<file path="config.mk">
export PLATFORM = sky130hd
export DESIGN_NAME = imm_ext_stage
export DESIGN_NICKNAME = d
export VERILOG_FILES = /design/src/rtl/imm_ext_pkg.sv /design/src/rtl/imm_ext_dec.sv /design/src/rtl/imm_ext_stage.sv
export SDC_FILE = /design/constraint.sdc
export NUM_CORES = 1
export LEC_CHECK = 0
export BUFFER_PORTS_ARGS = -buffer_cell sky130_fd_sc_hd__buf_2
export CAP_MARGIN = 40
export CORE_ASPECT_RATIO = 1.2
export CORE_MARGIN = 5
export CORE_UTILIZATION = 55
export DETAILED_ROUTE_END_ITERATION = 10
export PLACE_DENSITY = 0.9
export SETUP_SLACK_MARGIN = 0.1
export SYNTH_ARGS = -nofsm -noshare
export SYNTH_HDL_FRONTEND = slang
export SYNTH_SLANG_ARGS = --single-unit
</file>
<file path="constraint.sdc">
create_clock -name clk -period 2.4 [get_ports clk]
set_input_delay 0.36 -clock clk [delete_from_list [all_inputs] [get_ports clk]]
set_output_delay 0.36 -clock clk [all_outputs]
set_load 0.05 [all_outputs]
</file>
<file path="src/rtl/imm_ext_pkg.sv">
// imm_ext_pkg: shared definitions for the immediate-extension stage.
//   - SEL_* : extension format codes carried alongside each instruction
//   - OP_*  : opcodes (instr[15:11]) that select a non-NONE format
//   - imm_hdr_t : width-independent part of a FIFO entry {instr, sel};
//     the top level appends the DATA_W-wide immediate to form the entry.
package imm_ext_pkg;

  localparam logic [2:0] SEL_ZE5  = 3'b000;
  localparam logic [2:0] SEL_ZE8  = 3'b001;
  localparam logic [2:0] SEL_SE5  = 3'b010;
  localparam logic [2:0] SEL_SE8  = 3'b100;
  localparam logic [2:0] SEL_SE11 = 3'b110;
  localparam logic [2:0] SEL_NONE = 3'b111;

  // ZE5
  localparam logic [4:0] OP_01010 = 5'b01010;
  localparam logic [4:0] OP_01011 = 5'b01011;
  localparam logic [4:0] OP_10100 = 5'b10100;
  localparam logic [4:0] OP_10101 = 5'b10101;
  localparam logic [4:0] OP_10110 = 5'b10110;
  localparam logic [4:0] OP_10111 = 5'b10111;
  // ZE8
  localparam logic [4:0] OP_10010 = 5'b10010;
  // SE5
  localparam logic [4:0] OP_01000 = 5'b01000;
  localparam logic [4:0] OP_01001 = 5'b01001;
  localparam logic [4:0] OP_10000 = 5'b10000;
  localparam logic [4:0] OP_10001 = 5'b10001;
  localparam logic [4:0] OP_10011 = 5'b10011;
  // SE8
  localparam logic [4:0] OP_01100 = 5'b01100;
  localparam logic [4:0] OP_01101 = 5'b01101;
  localparam logic [4:0] OP_01110 = 5'b01110;
  localparam logic [4:0] OP_01111 = 5'b01111;
  localparam logic [4:0] OP_11000 = 5'b11000;
  localparam logic [4:0] OP_00101 = 5'b00101;
  localparam logic [4:0] OP_00111 = 5'b00111;
  // SE11
  localparam logic [4:0] OP_00100 = 5'b00100;
  localparam logic [4:0] OP_00110 = 5'b00110;

  typedef struct packed {
    logic [15:0] instr;
    logic [2:0]  sel;
  } imm_hdr_t;

endpackage

</file>
<file path="src/rtl/imm_ext_dec.sv">
// imm_ext_dec: combinational opcode decode and immediate extension.
//   instr_i [15:0]     instruction word (opcode in [15:11])
//   sel_o   [2:0]      extension format code (SEL_*)
//   imm_o   [DATA_W-1:0] extended immediate (0 for SEL_NONE)
module imm_ext_dec
  import imm_ext_pkg::*;
#(
  parameter int DATA_W = 16
) (
  input  logic [15:0]       instr_i,
  output logic [2:0]        sel_o,
  output logic [DATA_W-1:0] imm_o
);

  always_comb begin
    sel_o = SEL_NONE;
    case (instr_i[15:11])
      OP_01010, OP_01011, OP_10100,
      OP_10101, OP_10110, OP_10111:           sel_o = SEL_ZE5;
      OP_10010:                               sel_o = SEL_ZE8;
      OP_01000, OP_01001, OP_10000,
      OP_10001, OP_10011:                     sel_o = SEL_SE5;
      OP_01100, OP_01101, OP_01110, OP_01111,
      OP_11000, OP_00101, OP_00111:           sel_o = SEL_SE8;
      OP_00100, OP_00110:                     sel_o = SEL_SE11;
      default:                                sel_o = SEL_NONE;
    endcase
  end

  always_comb begin
    imm_o = '0;
    case (sel_o)
      SEL_ZE5:  imm_o = DATA_W'(instr_i[4:0]);
      SEL_ZE8:  imm_o = DATA_W'(instr_i[7:0]);
      SEL_SE5:  imm_o = {{(DATA_W-5){instr_i[4]}},   instr_i[4:0]};
      SEL_SE8:  imm_o = {{(DATA_W-8){instr_i[7]}},   instr_i[7:0]};
      SEL_SE11: imm_o = {{(DATA_W-11){instr_i[10]}}, instr_i[10:0]};
      default:  imm_o = '0;
    endcase
  end

endmodule

</file>
<file path="src/rtl/imm_ext_stage.sv">
// imm_ext_stage: decodes/extends the immediate of each incoming
// instruction and buffers {instr, sel, imm} in a DEPTH-entry FIFO.
//   clk, rst_n              clock / async active-low reset
//   flush                   drop all buffered entries (and this cycle's input)
//   in_valid/in_ready/in_instr      upstream handshake
//   out_valid/out_ready             downstream handshake
//   out_instr/out_sel/out_imm       head entry fields
//   perf_accept/perf_stall  saturating counters, built only when
//                           IMM_EXT_PERF_EN is defined (else tied to 0)
module imm_ext_stage
  import imm_ext_pkg::*;
#(
  parameter int DATA_W = 16,
  parameter int DEPTH  = 2,
  parameter int CNT_W  = 16
) (
  input  logic              clk,
  input  logic              rst_n,
  input  logic              flush,
  input  logic              in_valid,
  output logic              in_ready,
  input  logic [15:0]       in_instr,
  output logic              out_valid,
  input  logic              out_ready,
  output logic [15:0]       out_instr,
  output logic [2:0]        out_sel,
  output logic [DATA_W-1:0] out_imm,
  output logic [CNT_W-1:0]  perf_accept,
  output logic [CNT_W-1:0]  perf_stall
);

  localparam int PTR_W = (DEPTH > 1) ? $clog2(DEPTH) : 1;
  localparam int CW    = PTR_W + 1;
  localparam logic [CW-1:0] FULL_CNT = CW'(DEPTH);

  typedef struct packed {
    imm_hdr_t          hdr;
    logic [DATA_W-1:0] imm;
  } entry_t;

  logic [2:0]        dec_sel;
  logic [DATA_W-1:0] dec_imm;

  imm_ext_dec #(.DATA_W(DATA_W)) u_dec (
    .instr_i (in_instr),
    .sel_o   (dec_sel),
    .imm_o   (dec_imm)
  );

  entry_t           mem_q [DEPTH];
  logic [PTR_W-1:0] wr_ptr_q, rd_ptr_q;
  logic [CW-1:0]    cnt_q, cnt_d;
  logic             push, pop;

  // Ready depends only on stored count, so no out_ready -> in_ready path.
  assign in_ready  = (cnt_q != FULL_CNT);
  assign out_valid = (cnt_q != '0);
  assign push      = in_valid & in_ready & ~flush;
  assign pop       = out_valid & out_ready & ~flush;

  always_comb begin
    cnt_d = cnt_q;
    case ({push, pop})
      2'b10:   cnt_d = cnt_q + CW'(1);
      2'b01:   cnt_d = cnt_q - CW'(1);
      default: cnt_d = cnt_q;
    endcase
  end

  // DEPTH is a power of 2, so pointer wrap is the natural overflow.
  always_ff @(posedge clk or negedge rst_n) begin
    if (!rst_n) begin
      wr_ptr_q <= '0;
      rd_ptr_q <= '0;
      cnt_q    <= '0;
      for (int i = 0; i < DEPTH; i++) mem_q[i] <= '0;
    end else if (flush) begin
      wr_ptr_q <= '0;
      rd_ptr_q <= '0;
      cnt_q    <= '0;
    end else begin
      cnt_q <= cnt_d;
      if (push) begin
        mem_q[wr_ptr_q] <= '{hdr: '{instr: in_instr, sel: dec_sel}, imm: dec_imm};
        wr_ptr_q        <= wr_ptr_q + PTR_W'(1);
      end
      if (pop) rd_ptr_q <= rd_ptr_q + PTR_W'(1);
    end
  end

  // Head entry drives the outputs directly; contents are don't-care when empty.
  assign out_instr = mem_q[rd_ptr_q].hdr.instr;
  assign out_sel   = mem_q[rd_ptr_q].hdr.sel;
  assign out_imm   = mem_q[rd_ptr_q].imm;

`ifdef IMM_EXT_PERF_EN
  logic [CNT_W-1:0] acc_q, stall_q;

  // Counters saturate and survive flush; only reset clears them.
  always_ff @(posedge clk or negedge rst_n) begin
    if (!rst_n) begin
      acc_q   <= '0;
      stall_q <= '0;
    end else begin
      if (push && (acc_q != '1))                     acc_q   <= acc_q + CNT_W'(1);
      if (in_valid && !in_ready && (stall_q != '1))  stall_q <= stall_q + CNT_W'(1);
    end
  end

  assign perf_accept = acc_q;
  assign perf_stall  = stall_q;
`else
  assign perf_accept = '0;
  assign perf_stall  = '0;
`endif

endmodule

</file>
==> metrics.yaml, run 1 <==
status: "complete, no violations"
grtUsageTotal: 0.204
initial_core_util: 0.563
fin_crit_sh: 0.893
synth_edf_count: 0
synth_top_family_by_area: "simple AND/OR/NAND/NOR gates"
die-area_um2: 7880
synth_mux_area_frac: 0.102
place_hpwl_um: 5190
clkSinkCount: 64
crit_type: "reg -> out"
clk_pin_slew_ns: 0.07
synth-seq-cells: 64
cellPowerDensity_nw_per_um2: 1050
p_leak_nw: 1.95
cap_violations: 0
synth_xor_area_frac: 0.00771
routed_wl_um: 7520
stdcell_count: 494
synthAdderAreaFrac: 0
core_area_um2: 6050
crit_fanout: 15
globalplace.congestion: 0.771
syn_avg_cell_area_um2: 9.44
timing.final.max_slew_violations: 0
yosys.area.top_type: "dfrtp_1"
n_antenna_cell: 0
hold_viol_final: 0
grt_pass1_wl_um: 12100
layout-drive-gt1-share: 0.282
first_iter_violations: 196
critPathArrivalTime_ns: 1.78
die_y_um: 96.3
cts_tree: "yes"
cts_resized: 0
path_cells: "buf_4 -> mux2_2 -> buf_2"
synthSimpleGateAreaFrac: 0.202
synthArstFlopShare: 1.00
drc: 0
ir_worst_vdd_uv: 507
num-nets-final: 429
cp_slowest_stage_delay_ns: 0.52
fin_area_um2: 3780
startpoint_type: "flip-flop"
numCtsBuffers: 9
grt_max_degree: 35
rsz0062_at_grt: "false"
dr.pass1.iters: 4
postCtsSetupBuffers: 0
synth_compound_area_frac: 0.0881
grt_overflow_total: 0
grt_antenna_before_repair: 0
io_pins: 90
ctsHoldBuffers: 0
slowest_stage: "dfrtp_1"
num_rows: 31
synth_cells: 361
cp.required_ns: 2.04
clockBufferDepth: 2
fp.dieW_um: 81.9
syn_to_final_growth_pct: 10.8
dp_cells: 479
finClkSkew_ns: 0.00567
synth_common_cells: "nand2_1, dfrtp_1, buf_4"
maxSlewHeadroom: 0.530
netlist.area_leader.share: 0.470
ant_nets: 0
yosysWarnings: 0
cts_max_level: 3
setup_violations: 0
max_freq_mhz: 467
synthFlopType: "dfrtp_1"
synthMostInstantiatedCell: "nand2_1"
syn-cell-area_um2: 3410
placed_area_um2: 3540
wl_per_cell_um: 15.2
cts_root_buf: "clkbuf_8"
ys_seq_area_frac: 0.470
timing.final.crit_period_ns: 2.14
hp-class: "in -> async"
clk_latency_ns: 0.34
grt_pass1_vias: 2519
synth_top_cells_by_area: "dfrtp_1, nand2_1, mux2_2"
critPathCaptureType: "primary output"
port_buffers: 57
viasPerCell: 5.31
tns_ns: 0
worst_slew_pin_slew_ns: 0.705
synth_cell_type_count: 45
vias: 2623
==> logic make-up after synthesis <==
group / after synthesis
buffers and inverters: 59
other: 1
DFF: 64
muxes: 31
AOI/OAI and AO/OA: 45
and+or+nand+nor: 158
xor gates and xnor gates: 3
==> metal layers <==
metal | global-route usage | routed length, um
met2 | 0.344 | 3980
met5 | 0 | 0
met3 | 0.0384 | 451
met1 | 0.241 | 2900
met4 | 0.115 | 187
==> where the power goes <==
group	internal (mW)	total [mW]	switching [mW]
combinational	0.367	1.37	1.00
sequential	1.34	1.49	0.150
clock	0.693	1.09	0.399
total	2.40	3.95	1.55
==> cell type report <==
type                       instances  area (um^2)
clock buffer                      13          179
clock inverter                     2         60.1
fill                             496         2270
multi-input combinational        269         1480
sequential                        64         1600
tap                               82          103
timing repair buffer              64          350
==> state kept, by name, indices dropped and copies added, names as in the netlist <==
signal / cells
cnt_q: 2
mem_q: 60
wr_ptr_q: 1
rd_ptr_q: 1
==> final timing paths <==
check,end,startpoint,slack (ns),cells after the start
setup / recovery,out_imm[12],rd_ptr_q,0.26,3
hold / removal,mem_q[8],rst_n,0.06,1
setup reg to reg,mem_q[39],cnt_q[0],0.65,5
hold reg to reg,mem_q[54],mem_q[54],0.47,2
max in group asynchronous,mem_q[0],rst_n,1.72,2
min in group clk,mem_q[24],in_instr[5],0.25,3
==> worst max-delay path, delay by kind of cell, from the launching register on <==
family                 cells  cell delay, ns
muxes                      1            0.40
buffers and inverters      2            0.51
DFF                        1            0.52
==> cells in the final DEF, fill, tap and decap left out, types with 2 or more instances in the layout <==
master	instances
o21ai_0	10
nor2_1	14
nand3_1	3
o211ai_1	2
o21ai_2	2
nand2b_1	6
clkbuf_8	13
dfrtp_1	64
a211oi_1	2
mux2_2	30
a2bb2oi_1	2
a21oi_1	2
buf_2	57
o21ai_1	9
a21o_1	2
bufinv_16	2
xor2_1	3
nor3b_1	2
nand2_1	118
buf_4	6
conb_1	32
a31oi_1	9
==> per-stage QoR <==
| step | power (mW) | hold WS [ns] | worst slack (ns) | utilization |
|---|---|---|---|---|
| after floorplan | 2.66 | 0.0644 | 0.731 | - |
| after CTS | 3.96 | 0.0805 | 0.251 | 0.624 |
| after global routing | 4.13 | 0.131 | 0.187 | 0.624 |
| after global placement | 2.81 | 0.438 | 0.666 | 0.585 |
| final | 3.95 | 0.0624 | 0.257 | 0.624 |
| after detailed placement | 2.86 | 0.450 | 0.637 | 0.585 |
No activity file was read; power rests on OpenSTA's default activity.
==> inputs of run 2 (changes only) <==
--- a/config.mk
+++ b/config.mk
@@ -5,13 +5,14 @@
 export SDC_FILE = /design/constraint.sdc
 export NUM_CORES = 1
 export LEC_CHECK = 0
-export BUFFER_PORTS_ARGS = -buffer_cell sky130_fd_sc_hd__buf_2
+export ABC_AREA = 1
 export CAP_MARGIN = 40
 export CORE_ASPECT_RATIO = 1.2
 export CORE_MARGIN = 5
 export CORE_UTILIZATION = 55
 export DETAILED_ROUTE_END_ITERATION = 10
-export PLACE_DENSITY = 0.9
+export DONT_BUFFER_PORTS = 1
+export PLACE_DENSITY = 0.77
 export SETUP_SLACK_MARGIN = 0.1
 export SYNTH_ARGS = -nofsm -noshare
 export SYNTH_HDL_FRONTEND = slang
==> metrics.yaml, run 2 <==
status: "complete, no violations"
rsz0062_at_grt: "false"
syn_avg_cell_area_um2: 7.62  # -19%
synthFlopType: "dfrtp_1"
clockBufferDepth: 2  # unchanged
startpoint_type: "flip-flop"
vias: 2716  # +3.5%
yosys.area.top_type: "dfrtp_1"
syn_to_final_growth_pct: 12.1
dp_cells: 539  # +13%
cap_violations: 0  # unchanged
die-area_um2: 7830  # -0.69%
timing.final.crit_period_ns: 2.09  # -0.0535 ns
synth_cell_type_count: 24  # -47%
num-nets-final: 491  # +14%
synth_top_cells_by_area: "dfrtp_1, nand2_1, buf_4"
routed_wl_um: 7340  # -2.4%
n_antenna_cell: 0  # unchanged
grt_overflow_total: 0  # unchanged
cp_slowest_stage_delay_ns: 0.37  # -0.15 ns
num_rows: 31  # unchanged
viasPerCell: 4.88  # -8.2%
port_buffers: 0  # -100%
hold_depth: 2
numCtsBuffers: 9  # unchanged
finClkSkew_ns: 0.00703  # +0.00136 ns
r2r_cells: 9  # +4
fp.dieW_um: 81.6  # -0.34%
grt_pass1_vias: 2637  # +4.7%
synth-seq-cells: 64  # unchanged
tns_ns: 0  # unchanged
clk_pin_slew_ns: 0.07  # about the same
synth_cells: 444  # +23%
synthArstFlopShare: 1.00  # unchanged
setup_violations: 0  # unchanged
max_freq_mhz: 479  # +2.6%
wl_per_cell_um: 13.2  # -13%
fin_util: 0.631  # +0.00652
r2r_slack_ns: 0.55  # -0.10 ns
die_y_um: 95.9  # -0.35%
grt_max_degree: 65  # +86%
p_leak_nw: 2.10  # +7.5%
crit_type: "reg -> out"
initial_core_util: 0.563  # -0.000735
cp.required_ns: 2.04  # about the same
layout-drive-gt1-share: 0.160  # -0.122
first_iter_violations: 192  # -2.0%
ant_nets: 0  # unchanged
slowest_stage: "clkinv_1"
path_cells: "clkinv_1 -> buf_4 -> nand2_1 -> nand2_1 -> buf_4"
io_pins: 90  # unchanged
synth_edf_count: 0  # unchanged
netlist.area_leader.share: 0.473  # +0.00365
final_cell_mix: "nand2_1, dfrtp_1, buf_4, conb_1, o21ai_0"
drc: 0  # unchanged
ir_worst_vdd_uv: 1050  # +110%
fillers: 521  # +5.0%
stdcell_count: 557  # +13%
critPathCaptureType: "primary output"
hold_viol_final: 0  # unchanged
cellPowerDensity_nw_per_um2: 1480  # +42%
place_hpwl_um: 4900  # -5.6%
r2r-end: "mem_q[33]"
dr.pass1.iters: 5  # +1
cts_tree: "yes"
clkSinkCount: 64  # unchanged
syn-cell-area_um2: 3380  # -0.77%
critPathArrivalTime_ns: 1.73  # -0.05 ns
clk_latency_ns: 0.35  # about the same
r2r-start: "cnt_q[0]"
synthMostInstantiatedCell: "nand2_1"
crit_fanout: 13  # -2
holdWs_ns: 0.124  # +0.0616 ns
core_area_um2: 6010  # -0.64%
cts_max_level: 3  # unchanged
fin_crit_sh: 0.871  # -0.0223
reg_top3: "mem_q x60, cnt_q x2"
mostFrequentLayoutCell: "nand2_1"
power_mw: 5.61  # +42%
grt_antenna_before_repair: 0  # unchanged
worst_slew_pin_slew_ns: 0.651  # -0.0541 ns
synth_common_cells: "nand2_1, dfrtp_1, buf_4"
globalplace.congestion: 0.799  # +3.7%
yosysWarnings: 0  # unchanged
ys_seq_area_frac: 0.473  # +0.00365
hp-class: "in -> reg"
maxSlewHeadroom: 0.565  # +0.0354
hp-start: "in_instr[5]"
grtUsageTotal: 0.206  # +0.00238
largest_reg_flops: 60  # unchanged
hold_path_end: "mem_q[24]"
regMostFlops: "mem_q"
cts_root_buf: "clkbuf_8"
grt_pass1_wl_um: 12200  # +1.3%
cts_resized: 0  # unchanged
timing.final.max_slew_violations: 0  # unchanged
==> run 2: logic make-up after synthesis <==
logic type | synth area share
other cells | 0.00111
flops | 0.473
simple gates | 0.283
buf+inv | 0.153
xor+xnor | 0.00259
compound gates | 0.0869
==> run 2: what timing repair did <==
item | in CTS | in global routing
endpoints found under the hold margin | 64 | 0
hold buffers | 2 | 0
buffers inserted | 0 | 0
==> run 2: worst max path at each step <==
stage                     startpoint            to  slack [ns]
final                       rd_ptr_q  out_instr[7]        0.31
after global routing        rd_ptr_q  out_instr[7]        0.16
after CTS                   rd_ptr_q  out_instr[6]        0.29
after detailed placement    cnt_q[0]     mem_q[28]        0.59
after global placement      cnt_q[0]     mem_q[17]        0.66
after floorplan             rd_ptr_q  out_instr[3]        0.24
==> run 2: cell type report <==
class                           count  area (um^2)  area share
Clock inverter                      5          103      0.0271
Sequential cell                    64         1600       0.422
Clock buffer                       11          151      0.0399
Tap cell                           82          103      0.0271
Timing Repair Buffer               38          320      0.0845
Inverter                           33          124      0.0327
Multi-Input combinational cell    324         1390       0.366
==> run 2: worst max-delay path, delay by kind of cell (launching register included) <==
family,cells,cell delay [ns]
and+or+nand+nor,2,0.12
buffers and inverters,3,0.90
DFF,1,0.35
==> run 2: per-stage QoR <==
stage | instance area (um^2) | setup slack [ns]
global route | 3790 | 0.163
floorplan | 3500 | 0.244
detailed placement | 3500 | 0.588
global placement | 3500 | 0.660
finish | 3790 | 0.310
CTS | 3790 | 0.292
==> run 2: per-layer routing <==
layer  global-route usage  wire length (um)  vias up
met5                    0                 0        -
met4               0.0679               121        0
met3               0.0871               617       12
met2                0.332              3650       86
met1                0.249              2950     1269
li1                     -                 -     1349
==> run 2: report_power, final <==
part	leakage (nW)	total, mW	internal, mW	switching [mW]
clock network	0.126	1.18	0.745	0.431
registers	0.813	1.76	1.53	0.232
logic	1.16	2.67	0.720	1.95
total	2.10	5.61	3.00	2.62
